## config.mk

```make
export PLATFORM = sky130hd
export DESIGN_NAME = mc_ctrl
export DESIGN_NICKNAME = d
export VERILOG_FILES = /design/src/rtl/mc_ctrl.sv
export SDC_FILE = /design/constraint.sdc
export NUM_CORES = 1
export LEC_CHECK = 0
export ABC_AREA = 1
export BUFFER_PORTS_ARGS = -buffer_cell sky130_fd_sc_hd__buf_4
export CORE_UTILIZATION = 56
export DETAILED_ROUTE_END_ITERATION = 12
export PLACE_DENSITY = 0.8
export SYNTH_ARGS = -nofsm -noshare
export SYNTH_HDL_FRONTEND = slang
export SYNTH_SLANG_ARGS = --single-unit
```

## constraint.sdc

```tcl
create_clock -name CLK -period 2.38 [get_ports CLK]
set_clock_uncertainty 0.2 [all_clocks]
set_input_delay 0 -clock CLK [delete_from_list [all_inputs] [get_ports CLK]]
set_output_delay 0 -clock CLK [all_outputs]
set_load 0.01 [all_outputs]
```

## src/rtl/mc_ctrl.sv

```systemverilog
// mc_ctrl: multi-cycle controller for a small RV32 subset
// (R, I-ALU, LUI, LW, SW, BEQ/BNE, JAL).
// Each instruction walks FETCH -> DECODE -> EXEC -> [MEM] -> [WB]. The
// controller owns PC, the instruction register and the latched PC+4, and
// drives registered strobes for the memory port, register file and ALU.
// Optional build macro MC_CTRL_TRAP_ILLEGAL_EN: when defined, an illegal
// opcode parks the FSM in HALT until reset. When it is undefined, an
// illegal opcode is skipped as a NOP and halt is tied low.
module mc_ctrl #(
  parameter int                    DATA_WIDTH = 32,
  parameter int                    ADDR_WIDTH = 32,
  parameter logic [ADDR_WIDTH-1:0] RESET_PC   = '0
) (
  input  logic                  CLK,
  input  logic                  rst,
  input  logic                  trigger,
  input  logic [DATA_WIDTH-1:0] mem_rdata,
  input  logic                  mem_ready,
  input  logic                  Zero,
  input  logic [DATA_WIDTH-1:0] ImmExt,
  output logic                  mem_req,
  output logic                  mem_we,
  output logic                  AdrSrc,
  output logic [ADDR_WIDTH-1:0] PC,
  output logic [DATA_WIDTH-1:0] Instr,
  output logic                  RegWrite,
  output logic                  ALUSrc,
  output logic [2:0]            ALUControl,
  output logic [1:0]            ResultSrc,
  output logic                  busy,
  output logic                  halt
);

  localparam logic [6:0] OP_R    = 7'b0110011;
  localparam logic [6:0] OP_IALU = 7'b0010011;
  localparam logic [6:0] OP_LUI  = 7'b0110111;
  localparam logic [6:0] OP_LW   = 7'b0000011;
  localparam logic [6:0] OP_SW   = 7'b0100011;
  localparam logic [6:0] OP_BR   = 7'b1100011;
  localparam logic [6:0] OP_JAL  = 7'b1101111;

  localparam logic [2:0] ALU_ADD = 3'b000;
  localparam logic [2:0] ALU_SUB = 3'b001;
  localparam logic [2:0] ALU_AND = 3'b010;
  localparam logic [2:0] ALU_OR  = 3'b011;
  localparam logic [2:0] ALU_SLT = 3'b101;

  localparam logic [1:0] RES_ALU = 2'b00;
  localparam logic [1:0] RES_MEM = 2'b01;
  localparam logic [1:0] RES_PC4 = 2'b10;

  typedef enum logic [2:0] {
    S_IDLE, S_FETCH, S_DECODE, S_EXEC, S_MEM, S_WB, S_HALT
  } state_e;

  typedef enum logic [2:0] {
    C_R, C_IALU, C_LUI, C_LW, C_SW, C_BR, C_JAL, C_ILL
  } class_e;

  // Map an opcode onto the instruction class that steers the FSM.
  function automatic class_e classify(input logic [6:0] op);
    case (op)
      OP_R:    return C_R;
      OP_IALU: return C_IALU;
      OP_LUI:  return C_LUI;
      OP_LW:   return C_LW;
      OP_SW:   return C_SW;
      OP_BR:   return C_BR;
      OP_JAL:  return C_JAL;
      default: return C_ILL;
    endcase
  endfunction

  // ALU operation. Only R-type honours funct7[5] (sub). Loads, stores and
  // LUI use add. Branches compare by subtracting.
  function automatic logic [2:0] alu_decode(input class_e cls, input logic [2:0] f3,
                                            input logic f7b5);
    logic [2:0] op;
    op = ALU_ADD;
    case (cls)
      C_R, C_IALU: begin
        case (f3)
          3'b000:  op = (cls == C_R && f7b5) ? ALU_SUB : ALU_ADD;
          3'b010:  op = ALU_SLT;
          3'b110:  op = ALU_OR;
          3'b111:  op = ALU_AND;
          default: op = ALU_ADD;
        endcase
      end
      C_BR:    op = ALU_SUB;
      default: op = ALU_ADD;
    endcase
    return op;
  endfunction

  // Classes whose ALU B operand is the immediate.
  function automatic logic uses_imm(input class_e cls);
    return (cls == C_IALU) || (cls == C_LUI) || (cls == C_LW) || (cls == C_SW);
  endfunction

  state_e                  state_q,      state_d;
  logic [ADDR_WIDTH-1:0]   pc_q,         pc_d;
  logic [DATA_WIDTH-1:0]   instr_q,      instr_d;
  logic [ADDR_WIDTH-1:0]   pc_plus4_q,   pc_plus4_d;
  logic                    mem_req_q,    mem_req_d;
  logic                    mem_we_q,     mem_we_d;
  logic                    adr_src_q,    adr_src_d;
  logic                    reg_write_q,  reg_write_d;
  logic                    alu_src_q,    alu_src_d;
  logic [2:0]              alu_ctrl_q,   alu_ctrl_d;
  logic [1:0]              result_src_q, result_src_d;

  class_e                cls_q;
  class_e                cls_d;
  logic [ADDR_WIDTH-1:0] imm_a;
  logic [ADDR_WIDTH-1:0] pc_target;
  logic                  br_taken;

  assign cls_q     = classify(instr_q[6:0]);
  assign cls_d     = classify(instr_d[6:0]);
  // The immediate is cut down (or widened) to PC width. PC sums wrap naturally.
  assign imm_a     = ADDR_WIDTH'(ImmExt);
  assign pc_target = pc_q + imm_a;
  // funct3[0] separates BNE (1) from BEQ (0).
  assign br_taken  = instr_q[12] ? ~Zero : Zero;

  // Next-state, PC and instruction-register update.
  always_comb begin
    // NOTE: every always_comb output gets a default first so no path can infer a latch.
    state_d    = state_q;
    pc_d       = pc_q;
    instr_d    = instr_q;
    pc_plus4_d = pc_plus4_q;
    case (state_q)
      S_IDLE: begin
        if (trigger) state_d = S_FETCH;
      end
      S_FETCH: begin
        if (mem_ready) begin
          instr_d    = mem_rdata;
          pc_plus4_d = pc_q + ADDR_WIDTH'(4);
          state_d    = S_DECODE;
        end
      end
      S_DECODE: begin
        if (cls_q == C_ILL) begin
`ifdef MC_CTRL_TRAP_ILLEGAL_EN
          state_d = S_HALT;
`else
          pc_d    = pc_plus4_q;
          state_d = S_FETCH;
`endif
        end else begin
          state_d = S_EXEC;
        end
      end
      S_EXEC: begin
        case (cls_q)
          C_LW, C_SW: state_d = S_MEM;
          C_BR: begin
            pc_d    = br_taken ? pc_target : pc_plus4_q;
            state_d = S_FETCH;
          end
          C_JAL: begin
            pc_d    = pc_target;
            state_d = S_WB;
          end
          C_ILL:   state_d = S_FETCH;
          default: state_d = S_WB;
        endcase
      end
      S_MEM: begin
        if (mem_ready) begin
          if (cls_q == C_LW) begin
            state_d = S_WB;
          end else begin
            pc_d    = pc_plus4_q;
            state_d = S_FETCH;
          end
        end
      end
      S_WB: begin
        if (cls_q != C_JAL) pc_d = pc_plus4_q;
        state_d = S_FETCH;
      end
      S_HALT:  state_d = S_HALT;
      default: state_d = S_IDLE;
    endcase
  end

  // Control strobes for the upcoming state, registered so they come straight from flops.
  always_comb begin
    mem_req_d    = 1'b0;
    mem_we_d     = 1'b0;
    adr_src_d    = 1'b0;
    reg_write_d  = 1'b0;
    alu_src_d    = 1'b0;
    alu_ctrl_d   = ALU_ADD;
    result_src_d = RES_ALU;
    case (state_d)
      S_FETCH: mem_req_d = 1'b1;
      S_EXEC: begin
        alu_src_d  = uses_imm(cls_d);
        alu_ctrl_d = alu_decode(cls_d, instr_d[14:12], instr_d[30]);
      end
      S_MEM: begin
        mem_req_d  = 1'b1;
        adr_src_d  = 1'b1;
        mem_we_d   = (cls_d == C_SW);
        alu_src_d  = uses_imm(cls_d);
        alu_ctrl_d = alu_decode(cls_d, instr_d[14:12], instr_d[30]);
      end
      S_WB: begin
        reg_write_d  = 1'b1;
        alu_src_d    = uses_imm(cls_d);
        alu_ctrl_d   = alu_decode(cls_d, instr_d[14:12], instr_d[30]);
        result_src_d = (cls_d == C_LW)  ? RES_MEM :
                       (cls_d == C_JAL) ? RES_PC4 : RES_ALU;
      end
      default: ;
    endcase
  end

  // All state and registered outputs; reset is asynchronous, so strobes drop mid-access.
  always_ff @(posedge CLK or negedge rst) begin
    if (!rst) begin
      state_q      <= S_IDLE;
      pc_q         <= RESET_PC;
      instr_q      <= '0;
      pc_plus4_q   <= '0;
      mem_req_q    <= 1'b0;
      mem_we_q     <= 1'b0;
      adr_src_q    <= 1'b0;
      reg_write_q  <= 1'b0;
      alu_src_q    <= 1'b0;
      alu_ctrl_q   <= ALU_ADD;
      result_src_q <= RES_ALU;
    end else begin
      // NOTE: non-blocking assignments so every flop samples pre-edge values.
      state_q      <= state_d;
      pc_q         <= pc_d;
      instr_q      <= instr_d;
      pc_plus4_q   <= pc_plus4_d;
      mem_req_q    <= mem_req_d;
      mem_we_q     <= mem_we_d;
      adr_src_q    <= adr_src_d;
      reg_write_q  <= reg_write_d;
      alu_src_q    <= alu_src_d;
      alu_ctrl_q   <= alu_ctrl_d;
      result_src_q <= result_src_d;
    end
  end

  assign mem_req    = mem_req_q;
  assign mem_we     = mem_we_q;
  assign AdrSrc     = adr_src_q;
  assign PC         = pc_q;
  assign Instr      = instr_q;
  assign RegWrite   = reg_write_q;
  assign ALUSrc     = alu_src_q;
  assign ALUControl = alu_ctrl_q;
  assign ResultSrc  = result_src_q;
  assign busy       = (state_q != S_IDLE);
`ifdef MC_CTRL_TRAP_ILLEGAL_EN
  assign halt       = (state_q == S_HALT);
`else
  assign halt       = 1'b0;
`endif

endmodule

```

==> impl_metrics.yaml, run 1 <==
worst_setup_path:
  crit_path_start: "mem_ready"
  cp_max_fo: 8
  crit_type: "input port to register"
  r2r_end: "PC[30]"
  r2r_start: "Instr[6]"
  r2r_cells: 10
  worst-endpoint-arrival_ps: 2550
  crit_path_start_kind: "input port"
  r2r_slack_ps: -10
  end_kind: "register"
  cp-endpoint: "ALUControl[1]"
  critPathRequiredTime_ps: 2460
cts:
  cts_tree: "built"
  cts_buffers: 9
  cts_root_buf: "clkbuf_16"
  cts_num_sinks: 109
  cts-htree-levels: 3
  clk_pin_slew_ps: 80
  clockBufferDepth: 2
  clk_latency_ps: 360
timing:
  finalMaxSlewViolations: 0
  worst_slew_pin_slew_ps: 655
  setup_viol: 6
  finalHoldViolCount: 0
  max_slew_margin_pct: 56.3
  timing.final.ws_setup_ps: -85.5
  timing.final.crit_share_pct: 104
  max_clock_freq_mhz: 406
  min_period_ps: 2470
  final.setup.tns_ps: -257
  worst_hold_slack_ps: 20.6
drt:
  detail_route.first_pass.iterations: 7
  first_iter_violations: 916
  routed_wl_mm: 27.4
  wl_per_cell_um: 17.7
  ant_nets: 0
  vias: 8708
  drc_errors: 0
  avgViaCountPerCell: 5.63
status:
  violations: "setup timing"
  run_status: "finished, violations left"
yosys:
  syn_nets: 1238
  synth-main-ff-cell: "dfrtp_1"
  synth_area_leaders: "dfrtp_1 36%, nand2_1 21%, inv_1 6.6%"
  ys_warn_count: 0
  yosysTopAreaCell: "dfrtp_1"
  synthCells: 1136
  synthMostInstantiatedCell: "nand2_1"
  synth_edf_count: 0
  netlist_top_cells_count: "425 x nand2_1, 133 x inv_1, 109 x dfrtp_1"
  ys_ff_latch: 109
  ys_seq_area_share_pct: 36.1
  avgSynthCellArea_sq_um: 6.65
  synthDistinctLibCells: 41
  async_flop_share_pct: 100
  yosysTopAreaCellShare_pct: 36.1
  synth_area_sq_mm: 0.00755
floorplan:
  die_x_um: 118
  io_pins: 145
  initial_core_util_pct: 57.2
  rows: 42
  core_area_sq_mm: 0.0132
  die_y_um: 118
  die-area_sq_mm: 0.0140
grt:
  grt_max_degree: 49
  grt_use_total_pct: 38.8
  first_global_vias: 8171
  antenna_found_initial: 0
  overflow: 0
  grt_pass1_wl_mm: 42.0
final_layout:
  n_antenna_cell: 0
  final_area_sq_mm: 0.0101
  area_growth_syn_to_layout_pct: 33.8
  fin_util_pct: 76.6
  drive_above_1_share_pct: 19.8
  nNetsFinal: 1469
run:
  cap_violations: 0
place:
  place_congestion: 0.963
  io_buffer_count: 143
  pre_cts_ws_ps: 24.9
  post_dp_cell_area_sq_mm: 0.00919
  dp_hpwl_mm: 19.0
power_and_ir_drop:
  power_density_mw_per_mm2: 391
  p_leak_nw: 5.33
  peakVddDrop_mv: 0.425
hold_path:
  hold_class: "input port to async pin"
cell families after synthesis:
kind of cell	Yosys count	share of synthesized area, %
multiplexers	1	0.133
buffers and inverters	164	8.65
AND/OR/NAND/NOR	661	36.4
adder cells (fa/ha/maj)	33	5.57
AO/OA/AOI/OAI	136	9.43
other	1	0.0497
flip-flops	109	36.1
XOR/XNOR	31	3.60
final cells by class:
| class | count | area, sq um |
|---|---|---|
| clock buffer | 9 | 225 |
| clock inverter | 7 | 87.6 |
| fill | 998 | 3090 |
| inverter | 138 | 523 |
| multi-input combinational | 863 | 4300 |
| sequential | 109 | 2730 |
| tap | 176 | 220 |
| timing repair buffer | 246 | 2010 |
sequential cells by signal, summed over array words and instances, names as in the netlist:
register,flops
ALUSrc,1
mem_req,1
Instr,32
RegWrite,1
pc_plus4_q,32
ALUControl,3
mem_we,1
state_q,3
AdrSrc,1
ResultSrc,2
PC,32
worst min-delay path by stage:
stage | end | slack [ps]
CTS | PC[31] | 20
global placement | PC[30] | -140
detailed placement | PC[31] | -140
floorplan | ALUControl[0] | -500
finish | PC[31] | 20
global route | PC[23] | 70
metal layers:
layer | part of all wire [%] | vias to the layer above | GRT usage, %
li1 | - | 4093 | -
met1 | 42 | 3971 | 54.9
met2 | 45 | 557 | 60.3
met3 | 9.7 | 87 | 5.28
met4 | 3.6 | 0 | 14.8
met5 | 0 | - | 0
stage by stage:
stage	cells	total power [mW]
after floorplan	1136	2.06
after global placement	1485	2.25
after detailed placement	1485	2.26
after CTS	1546	3.91
after global routing	1548	4.05
final	1548	3.95
power breakdown:
| part | switching (mW) | total (mW) | internal (mW) |
|---|---|---|---|
| clock | 0.797 | 1.64 | 0.845 |
| sequential | 0 | 1.85 | 1.85 |
| combinational | 0.247 | 0.459 | 0.213 |
critical path, stage by stage:
cell and delay (ps):
dlygate4sd3_1 550, buf_6 150, nand2_1 60, dlygate4sd3_1 560, o21ai_1 80, o21ai_1 250
nand2_1 140, nor2_4 200, nand4_1 170, nand2_2 130, nand3_2 100, nor2_1 150
what timing repair did:
action / in CTS / in global routing
endpoints found under the hold margin: 154 / 0
setup endpoints to repair: 0 / 28
setup buffers: 0 / 2
gates resized for setup: 0 / 45
hold buffers: 45 / 0
cells in the final DEF (no fill, tap or decap), types with 3 or more instances in the layout:
| cell type | count |
|---|---|
| ha_1 | 27 |
| nand2_2 | 12 |
| nand4_1 | 22 |
| nor4_1 | 4 |
| nor3_1 | 25 |
| xnor2_1 | 14 |
| o21ai_1 | 18 |
| dlygate4sd3_1 | 45 |
| clkbuf_16 | 9 |
| nand3b_1 | 5 |
| a21oi_2 | 7 |
| a21oi_1 | 39 |
| or2_2 | 6 |
| ha_2 | 3 |
| nor2_2 | 9 |
| dfrtp_1 | 109 |
| buf_12 | 4 |
| nand2_1 | 414 |
| o21bai_1 | 3 |
| inv_1 | 133 |
| o21ai_0 | 60 |
| nand3_1 | 74 |
| nor2_1 | 82 |
| buf_4 | 196 |
| xor2_1 | 17 |
No activity file was read; power rests on OpenSTA's default activity.
==> run 2: changes to the inputs <==
--- a/config.mk
+++ b/config.mk
@@ -7,9 +7,11 @@
 export LEC_CHECK = 0
 export ABC_AREA = 1
 export BUFFER_PORTS_ARGS = -buffer_cell sky130_fd_sc_hd__buf_4
+export CAP_MARGIN = 25
 export CORE_UTILIZATION = 56
 export DETAILED_ROUTE_END_ITERATION = 12
 export PLACE_DENSITY = 0.8
+export SETUP_SLACK_MARGIN = 0.05
 export SYNTH_ARGS = -nofsm -noshare
 export SYNTH_HDL_FRONTEND = slang
 export SYNTH_SLANG_ARGS = --single-unit
==> run 2 against run 1 <==
  * The run still ends with setup timing left
  * Via count hardly changed
  * Critical endpoint is now PC[30]
  * Global-route usage hardly changed
  * Wire length is 0.85% higher
  * Combinational power is 4.6% higher
  * Sequential power hardly changed
  * Flip-flop and latch count stayed put
  * Hold slack worse by 6.4 ps
  * Die area stayed put
  * First-iteration DRC count is 11% higher
==> impl_metrics.yaml, run 2 (synthesis gave the netlist of run 1 again) <==
place:
  post_dp_cell_area_sq_mm: 0.00919
  dp_hpwl_mm: 19.0
  dp.cells: 1485
  place_congestion: 0.963
  pre_cts_ws_ps: 24.9
  io_buffer_count: 143
power_and_ir_drop:
  p_sw_share_pct: 26.5
  seqPwrFrac_pct: 46.5
  p_int_mw: 2.92
  comb_power_share_pct: 12.1
  peakVddDrop_mv: 0.425
  pwr-share-clk_pct: 41.4
  power_density_mw_per_mm2: 387
  p_total_mw: 3.98
  p_leak_nw: 5.38
  switching_power_mw: 1.06
drt:
  drc_errors: 0
  detail_route.first_pass.iterations: 6
  first_iter_violations: 1015
  avgViaCountPerCell: 5.61
  routed_wl_mm: 27.6
  wl_per_cell_um: 17.8
  vias: 8700
  ant_nets: 0
timing:
  max_clock_freq_mhz: 418
  worst_hold_slack_ps: 14.2
  worst_slew_pin_slew_ps: 642
  timing.final.ws_setup_ps: -14.3
  setup_viol: 1
  timing.final.crit_share_pct: 101
  rsz0062_at_grt: "yes"
  min_period_ps: 2390
  finalMaxSlewViolations: 0
  finalHoldViolCount: 0
  max_slew_margin_pct: 57.2
grt:
  grt_pass1_wl_mm: 42.1
  antenna_found_initial: 0
  first_global_vias: 8187
  overflow: 0
  grt_use_total_pct: 38.8
  grt_max_degree: 49
status:
  run_status: "finished, violations left"
  violations: "setup timing"
floorplan:
  io_pins: 145
  die_y_um: 118
  die-area_sq_mm: 0.0140
  core_area_sq_mm: 0.0132
  initial_core_util_pct: 57.2
  rows: 42
  die_x_um: 118
cts:
  clk_latency_ps: 360
  cts_tree: "built"
  clk_pin_slew_ps: 90
  cts-htree-levels: 3
  cts_root_buf: "clkbuf_16"
  cts_num_sinks: 109
  clockBufferDepth: 2
  cts_buffers: 9
final_layout:
  layout_common_cells: "415 x nand2_1, 197 x buf_4, 132 x inv_1, 109 x dfrtp_1, 79 x nor2_1"
  multi_input_area_sq_mm: 0.00443
  layout_commonest_cell: "nand2_1"
  fill_cells: 982
  nNetsFinal: 1471
  final_area_sq_mm: 0.0103
  finalNonFillerCells: 1550
  ff_latch_area_sq_mm: 0.00273
  n_antenna_cell: 0
  drive_above_1_share_pct: 21.3
  area_growth_syn_to_layout_pct: 35.9
run:
  cap_violations: 0
worst_setup_path:
  worst-endpoint-arrival_ps: 2450
  crit_path_start_kind: "register"
  end_kind: "register"
  crit_type: "register to register"
  critPathRequiredTime_ps: 2430
  cp_max_fo: 35
hold_path:
  hold_class: "input port to async pin"
run 2: cell count changes in the layout (fill, tap and decap cells not counted), moves of 3 or more:
cell	before	now
ha_1	27	18
ha_4	2	8
a21oi_1	39	36
a21oi_2	7	10
ha_2	3	6
nor2_1	82	79
run 2: metrics by stage:
| step | TNS, ps | util (%) |
|---|---|---|
| finish | -14.3 | 77.8 |
| global route | -963 | 77.8 |
| CTS | 0 | 75.5 |
| detailed placement | 0 | 69.6 |
| global placement | 0 | 69.6 |
| floorplan | 0 | - |
run 2: power by group through the flow:
stage                     Clock, mW  Sequential [mW]  Combinational [mW]
after floorplan                   0             1.89               0.174
after global placement            0             1.89               0.367
after detailed placement          0             1.89               0.369
after CTS                      1.64             1.85               0.426
after global routing           1.71             1.85               0.517
final                          1.65             1.85               0.480
run 2: layer usage:
| layer | part of all wire [%] | global-route usage (%) |
|---|---|---|
| met5 | 0 | 0 |
| met4 | 3.3 | 15.0 |
| met3 | 9.6 | 5.28 |
| met2 | 45 | 60.3 |
| met1 | 42 | 54.9 |
run 2: final timing paths:
kind	startpoint	end	cells past startpoint	slack (ps)
hold reg to reg	pc_plus4_q[29]	pc_plus4_q[29]	2	290
hold / removal	rst	PC[31]	2	10
min in group CLK	ImmExt[12]	PC[12]	7	20
setup / recovery	Instr[6]	PC[30]	10	-10
max in group asynchronous	rst	pc_plus4_q[4]	3	1290
setup reg to reg	Instr[6]	PC[30]	10	-10
run 2: cell type report:
class | instances | area share, %
well taps | 176 | 2.15
clock inverters | 7 | 0.853
repair buffers | 248 | 20.0
multi-input cells | 863 | 43.2
inverters | 138 | 5.10
flip-flops and latches | 109 | 26.6
clock buffers | 9 | 2.19
run 2: timing repair:
item,in CTS,in global routing
endpoints found under the hold margin,154,0
pin swaps,0,14
buffers inserted,0,4
cloned,0,1
endpoints found under the setup margin,5,40
gates resized for setup,2,69
hold buffers,45,0
run 2: critical path: stages, from the launching register on:
cell     delay [ps]
dfrtp_1         460
inv_1           110
nor3_1          350
nand2_1         250
nand4_1         170
nand2_1         140
nand4_4         130
buf_12          210
a21oi_1         100
nand2_1          90
nand2_1          50
